## src/rtl/usr_pkg.sv

```systemverilog
// Shared definitions for the universal shift register.
//   usr_mode_e : the 3-bit operation codes carried on the mode port.
//   usr_sel_e  : the per-bit next-value select used by every usr_cell.
//   is_shift() : true for the four modes that advance the bit counter.
package usr_pkg;

  typedef enum logic [2:0] {
    MODE_HOLD  = 3'b000,
    MODE_SHR   = 3'b001,
    MODE_SHL   = 3'b010,
    MODE_ROR   = 3'b011,
    MODE_ROL   = 3'b100,
    MODE_LOAD  = 3'b101,
    MODE_CLEAR = 3'b110,
    MODE_RSVD  = 3'b111
  } usr_mode_e;

  // SEL_LEFT takes the left (more significant) neighbour, so it serves
  // SHR and ROR. SEL_RIGHT takes the right (less significant) neighbour,
  // so it serves SHL and ROL.
  typedef enum logic [2:0] {
    SEL_HOLD  = 3'd0,
    SEL_LEFT  = 3'd1,
    SEL_RIGHT = 3'd2,
    SEL_LOAD  = 3'd3,
    SEL_ZERO  = 3'd4
  } usr_sel_e;

  function automatic logic is_shift(input usr_mode_e m);
    return (m == MODE_SHR) || (m == MODE_SHL) ||
           (m == MODE_ROR) || (m == MODE_ROL);
  endfunction

endpackage

```

## src/rtl/usr_cell.sv

```systemverilog
// One bit of the universal shift register.
// Ports:
//   cl    : clock, rising edge
//   r     : synchronous active-high reset, clears the bit
//   sel   : next-value select shared by all cells
//   left  : value of the more significant neighbour (or serial/rotate source)
//   right : value of the less significant neighbour (or serial/rotate source)
//   load  : parallel load data for this bit
//   q     : stored bit
module usr_cell
  import usr_pkg::*;
(
  input  logic     cl,
  input  logic     r,
  input  usr_sel_e sel,
  input  logic     left,
  input  logic     right,
  input  logic     load,
  output logic     q
);

  logic d;

  always_comb begin
    d = q;
    unique case (sel)
      SEL_LEFT:  d = left;
      SEL_RIGHT: d = right;
      SEL_LOAD:  d = load;
      SEL_ZERO:  d = 1'b0;
      default:   d = q;
    endcase
  end

  always_ff @(posedge cl) begin
    if (r) q <= 1'b0;
    else   q <= d;
  end

endmodule

```

## src/rtl/univ_shift_register.sv

```systemverilog
// Universal shift register: hold, shift right/left with serial input,
// rotate right/left, parallel load and clear, one cycle latency.
// A counter tracks shifts since the last frame start (LOAD, CLEAR or reset)
// and frame_done pulses for one cycle on the edge completing WIDTH shifts.
// Ports:
//   cl         : clock, all state updates on the rising edge
//   r          : synchronous active-high reset
//   mode       : operation select (usr_mode_e encoding)
//   sin_r      : serial input entering the MSB on SHR
//   sin_l      : serial input entering the LSB on SHL
//   pin        : parallel load data
//   parout     : register contents
//   sout_lsb   : parout[0]
//   sout_msb   : parout[WIDTH-1]
//   bit_cnt    : shifts since the last frame start
//   frame_done : registered one-cycle pulse at the end of each frame
module univ_shift_register
  import usr_pkg::*;
#(
  parameter int WIDTH = 8,
  localparam int CNT_W = $clog2(WIDTH)
) (
  input  logic             cl,
  input  logic             r,
  input  logic [2:0]       mode,
  input  logic             sin_r,
  input  logic             sin_l,
  input  logic [WIDTH-1:0] pin,
  output logic [WIDTH-1:0] parout,
  output logic             sout_lsb,
  output logic             sout_msb,
  output logic [CNT_W-1:0] bit_cnt,
  output logic             frame_done
);

  usr_mode_e        mode_e;
  usr_sel_e         sel;
  logic [WIDTH-1:0] q;
  logic [WIDTH-1:0] left_src;
  logic [WIDTH-1:0] right_src;
  logic             msb_in;
  logic             lsb_in;

  assign mode_e = usr_mode_e'(mode);

  always_comb begin
    sel = SEL_HOLD;
    unique case (mode_e)
      MODE_SHR, MODE_ROR: sel = SEL_LEFT;
      MODE_SHL, MODE_ROL: sel = SEL_RIGHT;
      MODE_LOAD:          sel = SEL_LOAD;
      MODE_CLEAR:         sel = SEL_ZERO;
      default:            sel = SEL_HOLD;
    endcase
  end

  // The end cells pick up either the serial input or the opposite end,
  // depending on whether the operation is a shift or a rotate.
  assign msb_in    = (mode_e == MODE_ROR) ? q[0]       : sin_r;
  assign lsb_in    = (mode_e == MODE_ROL) ? q[WIDTH-1] : sin_l;
  assign left_src  = {msb_in, q[WIDTH-1:1]};
  assign right_src = {q[WIDTH-2:0], lsb_in};

  for (genvar i = 0; i < WIDTH; i++) begin : g_cell
    usr_cell u_cell (
      .cl    (cl),
      .r     (r),
      .sel   (sel),
      .left  (left_src[i]),
      .right (right_src[i]),
      .load  (pin[i]),
      .q     (q[i])
    );
  end

  // Frame counter: shifts advance it, LOAD/CLEAR restart the frame,
  // everything else leaves it alone. frame_done is only ever a single-edge pulse.
  always_ff @(posedge cl) begin
    if (r) begin
      bit_cnt    <= '0;
      frame_done <= 1'b0;
    end else if (is_shift(mode_e)) begin
      if (bit_cnt == CNT_W'(WIDTH - 1)) begin
        bit_cnt    <= '0;
        frame_done <= 1'b1;
      end else begin
        bit_cnt    <= bit_cnt + CNT_W'(1);
        frame_done <= 1'b0;
      end
    end else if (mode_e == MODE_LOAD || mode_e == MODE_CLEAR) begin
      bit_cnt    <= '0;
      frame_done <= 1'b0;
    end else begin
      frame_done <= 1'b0;
    end
  end

  assign parout   = q;
  assign sout_lsb = q[0];
  assign sout_msb = q[WIDTH-1];

endmodule

```

## config.mk

```make
export PLATFORM = sky130hd
export DESIGN_NAME = univ_shift_register
export DESIGN_NICKNAME = d
export VERILOG_FILES = /design/src/rtl/usr_pkg.sv /design/src/rtl/usr_cell.sv /design/src/rtl/univ_shift_register.sv
export SDC_FILE = /design/constraint.sdc
export NUM_CORES = 1
export LEC_CHECK = 0
export CORE_MARGIN = 2
export CORE_UTILIZATION = 43
export DETAILED_ROUTE_END_ITERATION = 8
export GPL_TIMING_DRIVEN = 0
export MAX_ROUTING_LAYER = met4
export PLACE_DENSITY = 0.78
export SLEW_MARGIN = 20
export SYNTH_ARGS = -nofsm -noshare
export SYNTH_HDL_FRONTEND = slang
export SYNTH_SLANG_ARGS = --single-unit
export TNS_END_PERCENT = 100
```

## constraint.sdc

```tcl
create_clock -name cl -period 1.2 [get_ports cl]
set_input_delay 0.12 -clock cl [delete_from_list [all_inputs] [get_ports cl]]
set_output_delay 0.12 -clock cl [all_outputs]
set_load 0.02 [all_outputs]
```

### Word level (Yosys, flattened, before mapping)

Index checks and enable logic that the tools add are counted.
Widths: inputs -> output; s select.

| operators by class | value |
|---|---|
| add/sub/neg operators | 1 |
| multipliers | 0 |
| divide/modulo/power cells | 0 |
| order comparisons | 0 |
| equality and inequality tests | 11 |
| shifts and indexed selects | 0 |
| mux-type cells | 15 |
| bitwise gates (word level) | 1 |
| reductions and logical operators | 9 |

Operators with widths:

| kind | count |
|---|---|
| $pmux 1 s4 | 8 |
| $eq 3x3->1 const B | 5 |
| $eq 3x2->1 const B | 4 |
| $pmux 3 s4 | 1 |
| $mux 3 | 3 |
| $eq 3x1->1 const B | 2 |
| $reduce_or 2->1 | 3 |
| $logic_or 1x1->1 | 4 |
| $reduce_bool 4->1 | 1 |
| $add 3x1->3 const B | 1 |
| $mux 1 | 3 |
| $reduce_bool 2->1 | 1 |
| $not 1->1 | 1 |

| word-level totals | value |
|---|---|
| register bits after elaboration | 12 |
| bits in latches | 0 |
| memory bits (writable) | 0 |
| memory bits (read-only) | 0 |
| output and inout bits | 14 |
| memories | 0 |

### Logic depth before layout (Yosys ltp)

Gate-level depths: netlist (run 1).

| depth | value |
|---|---|
| word-level depth | 6 |
| mapped depth | 5 |
| gate-level depth less buffers | 5 |

### By module

Synthesis (run 1) repeated with hierarchy kept, for this count alone.

| unflattened totals | value |
|---|---|
| cells, all modules | 97 |
| area total of the unflattened synthesis | 952.2 um^2 |

By module, submodules not included:

| module | instances | cells each | area each (um^2) |
|---|---|---|---|
| usr_cell | 8 | 8 | 83.8 |
| univ_shift_register | 1 | 33 | 281.5 |

### Worst setup path after synthesis (run 1)

OpenSTA, ideal clock, no wires.

| path | value |
|---|---|
| kind | register to register |
| from | reg bit_cnt[0] |
| to | reg bit_cnt[0] |
| data arrival time | 1.050 ns |
| required time | 1.129 ns |
| slack | 0.079 ns |
| stages on the path, launching flop included | 6 |
| buffers on the path | 0 |
| period minus slack after synthesis | 1.121 ns |
| path through | dfxtp_1 -> ha_1 -> ha_1 -> nor2_1 -> nand3_1 -> a21oi_1 |

| between the ends | value |
|---|---|
| word-level cells in the longest chain between the ends | 3 |
| elaborated cells between the ends (all ways) | 4 |
| those cells by class | 1 x add/sub; 1 x eq/ne; 2 x mux |

RTL lines:

| what | line | RTL |
|---|---|---|
| start, declared | univ_shift_register.sv:32 | `output logic [CNT_W-1:0] bit_cnt,` |
| start signal, assigned | univ_shift_register.sv:87 | `bit_cnt <= bit_cnt + CNT_W'(1);` |
| $add 3x1->3 / $eq 3x3->1 (equally long branches) | univ_shift_register.sv:87, univ_shift_register.sv:83 |  |
| $mux 3 (*) | univ_shift_register.sv:83 | `if (bit_cnt == CNT_W'(WIDTH - 1)) begin` |
| $mux 3 (*) | univ_shift_register.sv:82 | `end else if (is_shift(mode_e)) begin` |

Mark *: on every way between the ends. The rest lies on a longest branch, timed or not.
A chain may end at the register's enable or synchronous reset.

### Worst setup path in the final report (run 1)

| path | value |
|---|---|
| from | reg g_cell[0].u_cell.q |
| to | out sout_lsb |

RTL lines:

| what | line | RTL |
|---|---|---|
| start, declared | usr_cell.sv:19 | `output logic q` |
| start signal, assigned | usr_cell.sv:36 | `if (r) q <= 1'b0;` |
| start signal, assigned | usr_cell.sv:37 | `else q <= d;` |
| end, declared | univ_shift_register.sv:30 | `output logic sout_lsb,` |

No word-level cell between the ends.

==> results.sh, run 1 <==
export IMPL_finalWeightedCongestion=0.818
export IMPL_grt_pass1_vias=711
export IMPL_synth_cell_types=30
export IMPL_path_delay_family="flip-flops"
export IMPL_numCtsBuffers=3
export IMPL_fin_skew_ns=0.00943
export IMPL_fin_crit_sh_pct=97.5
export IMPL_crit_slowest_cell="dfxtp_1"
export IMPL_drtPass1Iterations=4
export IMPL_arrival_ns=1.05
export IMPL_rsz0062_at_grt="false"
export IMPL_startpoint="g_cell[0].u_cell.q"
export IMPL_max_freq_mhz=855
export IMPL_coreArea_um2=1710
export IMPL_max_slew_margin_rel_pct=66.8
export IMPL_pin_count=29
export IMPL_holdWs_ns=0.372
export IMPL_critPathMaxFanout=5
export IMPL_clock_latency_ns=0.27
export IMPL_synth_edff_count=0
export IMPL_start_util_pct=45.3
export IMPL_grt_use_total_pct=20.5
export IMPL_syn_num_nets=103
export IMPL_drc=0
export IMPL_vdd_drop_max_v=0.000473
export IMPL_drv_cap=0
export IMPL_cp_end_kind="output pin"
export IMPL_wl_per_cell_um=14.5
export IMPL_avgSynthCellArea_um2=9.01
export IMPL_place_area_um2=1090
export IMPL_r2r_end="g_cell[0].u_cell.q"
export IMPL_critPathCapture="sout_lsb"
export IMPL_dpl_hpwl_um=1430
export IMPL_ys_warn_count=0
export IMPL_chipWidth_um=46.4
export IMPL_synth_most_common_cell="dfxtp_1"
export IMPL_p_per_area_nw_per_um2=905
export IMPL_antenna_found_initial=0
export IMPL_dieArea_um2=2160
export IMPL_yosys_top_cells_area="dfxtp_1 31%, buf_4 8.7%, o221ai_1 7.9%"
export IMPL_portBuffers=28
export IMPL_ys_ff_latch=12
export IMPL_route_vias_total=832
export IMPL_max_stage_delay_ns=0.42
export IMPL_cts_max_path_buffers=2
export IMPL_r2r_start="g_cell[1].u_cell.q"
export IMPL_routed_wl_um=2080
export IMPL_grt_overflow_total=0
export IMPL_ys_flop_type="dfxtp_1"
export IMPL_cp_num_buf_inv=1
export IMPL_reg2reg_depth=3
export IMPL_cts_root_buf="clkbuf_4"
export IMPL_worst_pin_slew_ns=0.498
export IMPL_numClockSinks=12
export IMPL_cts_clk_slew_worst_paths_ns=0.08
export IMPL_worst_path_stages=1
export IMPL_nNetsFinal=137
export IMPL_rows=15
export IMPL_status="finished, final reports clean"
export IMPL_drt_iter0_drc=7
export IMPL_p_leak_nw=0.464
export IMPL_syn_to_final_growth_pct=43.1
export IMPL_cts_tree="done"
export IMPL_worstHoldPathType="in2reg"
export IMPL_htree_num_levels=1
export IMPL_synth_seq_area_share_pct=31.0
export IMPL_path_class="reg2out"
export IMPL_synth_area_um2=774
export IMPL_cp_start_kind="flip-flop"
export IMPL_drive_gt1_share_pct=31.4
export IMPL_hold_violations=0
export IMPL_path_cells="dlygate4sd2_1"
export IMPL_die_h_um=46.4
export IMPL_grt_max_degree=11
export IMPL_r2r_slack_ns=0.08
export IMPL_required_ns=1.08
export IMPL_synth_async_reset_ratio_pct=0
export IMPL_ant_nets=0
export IMPL_synth_top_cells_by_count="12 x dfxtp_1, 10 x a21oi_1, 9 x buf_4"
export IMPL_finalSetupViolCount=0
export IMPL_grt_pass1_wl_um=2990
export IMPL_yosys_area_top_type="dfxtp_1"
export IMPL_antennaDiodeCount=0
export IMPL_synth_cells=86
export IMPL_finish_instance_area_um2=1110
export IMPL_fin_crit_ns=1.17
export IMPL_utilization_pct=64.9
export IMPL_drv_slew=0
export IMPL_via_per_inst=5.82
export IMPL_yosysTopAreaCellShare_pct=31.0
placed cells by master (no fill, tap or decap), types with 2 or more instances in the layout:
cell	netlist	final
a211oi_1	7	7
a21oi_1	10	9
buf_2	1	2
buf_4	9	10
buf_6	3	3
clkbuf_2	0	5
clkbuf_4	0	3
clkdlybuf4s15_2	0	2
clkdlybuf4s50_1	0	11
dfxtp_1	12	10
dfxtp_2	0	2
dlygate4sd2_1	0	7
dlymetal6s2s_1	0	2
ha_1	2	2
nand3_1	5	4
nand3b_1	2	2
o211ai_1	6	6
o21ai_0	4	3
o21ai_1	1	2
o221ai_1	7	7
flip-flops by register name, summed over array words and instances, names as in the netlist:
name             cells
g_cell.u_cell.q      8
bit_cnt              3
frame_done           1
layout make-up:
cell class / instances / area (um^2)
Sequential cell: 12 / 243
Inverter: 1 / 3.75
Clock buffer: 3 / 22.5
Fill cell: 147 / 599
Tap cell: 25 / 31.3
Buffer: 14 / 110
Multi-Input combinational cell: 59 / 442
Timing Repair Buffer: 29 / 256
layer usage:
| metal | up-vias | global-route usage [%] | part of all wire [%] |
|---|---|---|---|
| li1 | 400 | - | - |
| met1 | 391 | 25.3 | 43 |
| met3 | 4 | 3.14 | 5.3 |
| met5 | - | - | 0 |
| met2 | 37 | 30.6 | 50 |
| met4 | 0 | 13.1 | 1.5 |
report_power, final:
part	internal [mW]	switching [mW]	total (mW)
Combinational	0.153	0.149	0.302
Sequential	0.425	0.0278	0.452
Clock	0.116	0.134	0.249
logic make-up after synthesis:
group	after synthesis	share of synthesized area [%]
buffers and inverters	15	14.7
AND/OR/NAND/NOR	18	15.3
adder cells (fa/ha/maj)	2	3.23
XOR/XNOR	1	1.13
multiplexers	1	1.29
AO/OA/AOI/OAI	37	33.3
flip-flops	12	31.0
worst min path at each step:
stage	slack, ns	endpoint	cells past startpoint	startpoint
floorplan	0.19	g_cell[2].u_cell.q	1	r
global placement	0.49	bit_cnt[1]	2	bit_cnt[1]
detailed placement	0.49	bit_cnt[2]	2	bit_cnt[2]
CTS	0.47	g_cell[2].u_cell.q	2	r
global route	0.43	g_cell[5].u_cell.q	4	mode[1]
finish	0.37	g_cell[4].u_cell.q	4	mode[1]
through the flow:
stage / TNS [ns] / setup slack (ns) / cells / total power, mW
after floorplan: 0 / 0.0788 / 86 / 0.636
after detailed placement: -4.80 / -0.474 / 139 / 0.774
after CTS: 0 / 0.00210 / 142 / 1.00
after global placement: -4.50 / -0.429 / 139 / 0.768
final: 0 / 0.0300 / 143 / 1.00
after global routing: 0 / 0.00525 / 143 / 1.04
timing repair:
action | in CTS | in global routing
pin swaps | 0 | 0
setup buffers | 0 | 0
gates resized for setup | 27 | 13
hold buffers | 0 | 0
endpoints found under the setup margin | 25 | 16
cloned | 0 | 1
Power figures use the tool's default switching activity.
==> run 2, diff against run 1 <==
CORE_MARGIN = unset   (was 2)
==> run 2 against run 1 <==
Combinational power hardly changed. Die area is 8.4% lower. Sequential cell count stayed put. Via count is 2.4% lower. Clock power is 38% higher. Power is 9.5% higher. Highest routed layer unchanged.
==> results.sh, run 2 (synthesized netlist as in run 1, its figures left out) <==
export IMPL_clock_latency_ns=0.28
export IMPL_rsz0062_at_grt="false"
export IMPL_cp_start_kind="flip-flop"
export IMPL_dieArea_um2=1970
export IMPL_max_stage_delay_ns=0.40
export IMPL_layout_commonest_cell="clkdlybuf4s50_1"
export IMPL_antennaDiodeCount=0
export IMPL_antenna_found_initial=0
export IMPL_drt_iter0_drc=14
export IMPL_final_cell_mix="11 x clkdlybuf4s50_1, 10 x buf_4, 10 x dfxtp_1, 8 x a21oi_1"
export IMPL_via_per_inst=5.68
export IMPL_finalSetupViolCount=0
export IMPL_grt_pass1_wl_um=3270
export IMPL_p_leak_nw=0.462
export IMPL_cts_clk_slew_worst_paths_ns=0.09
export IMPL_die_h_um=44.4
export IMPL_status="finished, final reports clean"
export IMPL_grt_max_degree=11
export IMPL_path_class="reg2out"
export IMPL_worstHoldPathType="in2reg"
export IMPL_utilization_pct=70.7
export IMPL_placed_cells=138
export IMPL_cts_tree="done"
export IMPL_coreArea_um2=1590
export IMPL_grt_use_total_pct=23.2
export IMPL_required_ns=1.08
export IMPL_finish_instance_area_um2=1130
export IMPL_holdWs_ns=0.436
export IMPL_portBuffers=28
export IMPL_crit_slowest_cell="dfxtp_1"
export IMPL_start_util_pct=48.6
export IMPL_finalWeightedCongestion=0.811
export IMPL_drv_cap=0
export IMPL_nNetsFinal=137
export IMPL_drc=0
export IMPL_cts_root_buf="clkbuf_4"
export IMPL_drv_slew=0
export IMPL_chipWidth_um=44.4
export IMPL_regMostFlops="g_cell.u_cell.q"
export IMPL_ant_nets=0
export IMPL_pin_count=29
export IMPL_dpl_hpwl_um=1370
export IMPL_use_met3_pct=4.49
export IMPL_dp_slack_ns=-0.454
export IMPL_numClockSinks=12
export IMPL_place_area_um2=1080
export IMPL_power_mw=1.10
export IMPL_fin_ws_ns=0.0325
export IMPL_fin_skew_ns=0.00327
export IMPL_path_delay_family="flip-flops"
export IMPL_path_cells="buf_4 -> clkdlybuf4s15_2"
export IMPL_numCtsBuffers=3
export IMPL_gr_usage_met2_pct=35.0
export IMPL_largest_registers="g_cell.u_cell.q (8), bit_cnt (3), frame_done (1)"
export IMPL_critPathMaxFanout=4
export IMPL_rows=14
export IMPL_setup_tns_ns=0
export IMPL_wl_per_cell_um=13.5
export IMPL_largest_reg_flops=8
export IMPL_grt_pass1_vias=745
export IMPL_instances_no_fill=143
export IMPL_arrival_ns=1.05
export IMPL_use_met1_pct=29.9
export IMPL_cp_end_kind="output pin"
export IMPL_fin_crit_ns=1.17
export IMPL_drtPass1Iterations=4
export IMPL_drive_gt1_share_pct=34.5
export IMPL_vdd_drop_max_v=0.000613
export IMPL_route_vias_total=812
export IMPL_cp_num_buf_inv=2
export IMPL_syn_to_final_growth_pct=45.6
export IMPL_max_freq_mhz=857
export IMPL_fin_crit_sh_pct=97.3
export IMPL_worst_pin_slew_ns=0.546
export IMPL_cts_setup_buffers=0
export IMPL_top_usage_layer="met2"
export IMPL_routed_wl_um=1920
export IMPL_max_slew_margin_rel_pct=63.6
export IMPL_p_per_area_nw_per_um2=975
export IMPL_grt_overflow_total=0
export IMPL_htree_num_levels=1
export IMPL_hold_violations=0
export IMPL_cts_max_path_buffers=2
==> run 2: worst reg2reg max path, cell delays in order (launching register included) <==
cell	delay, ns
dfxtp_1	0.34
ha_1	0.21
ha_1	0.19
nor2_1	0.08
nand3_1	0.09
a21oi_1	0.16
==> run 2: routing by layer <==
metal  vias up  share of wire [%]
li1        401                  -
met1       375                 48
met2        29                 46
met3         7                4.1
met4         0                2.2
met5         -                  0
==> run 2: cell type report <==
class,count,area [um^2]
Clock buffer,4,36.3
Sequential cell,12,243
Multi-Input combinational cell,59,450
Buffer,14,110
Timing Repair Buffer,29,254
Inverter,1,3.75
Fill cell,126,467
Tap cell,24,30.0
==> run 2: report_power, final <==
group | switching [mW] | internal [mW]
clock | 0.159 | 0.185
sequential | 0.0279 | 0.424
combinational | 0.149 | 0.154
total | 0.336 | 0.763
==> run 2: timing repair <==
action                                  CTS  global route
endpoints found under the setup margin   26            19
gates resized for setup                  28            16
gates cloned                              0             1
hold buffers                              0             0
==> run 2: path summary, 6_finish.rpt <==
path | from | to | depth (start not counted) | slack (ns)
setup reg to reg | bit_cnt[0] | bit_cnt[0] | 5 | 0.06
setup / recovery | g_cell[5].u_cell.q | parout[5] | 2 | 0.03
hold reg to reg | bit_cnt[1] | bit_cnt[1] | 2 | 0.50
hold / removal | mode[2] | g_cell[0].u_cell.q | 5 | 0.44
==> run 3, diff against run 2 <==
TNS_END_PERCENT = unset   (was 100)
==> results of run 3 <==
The final DEF is identical to that of run 2; final timing and power are the same.
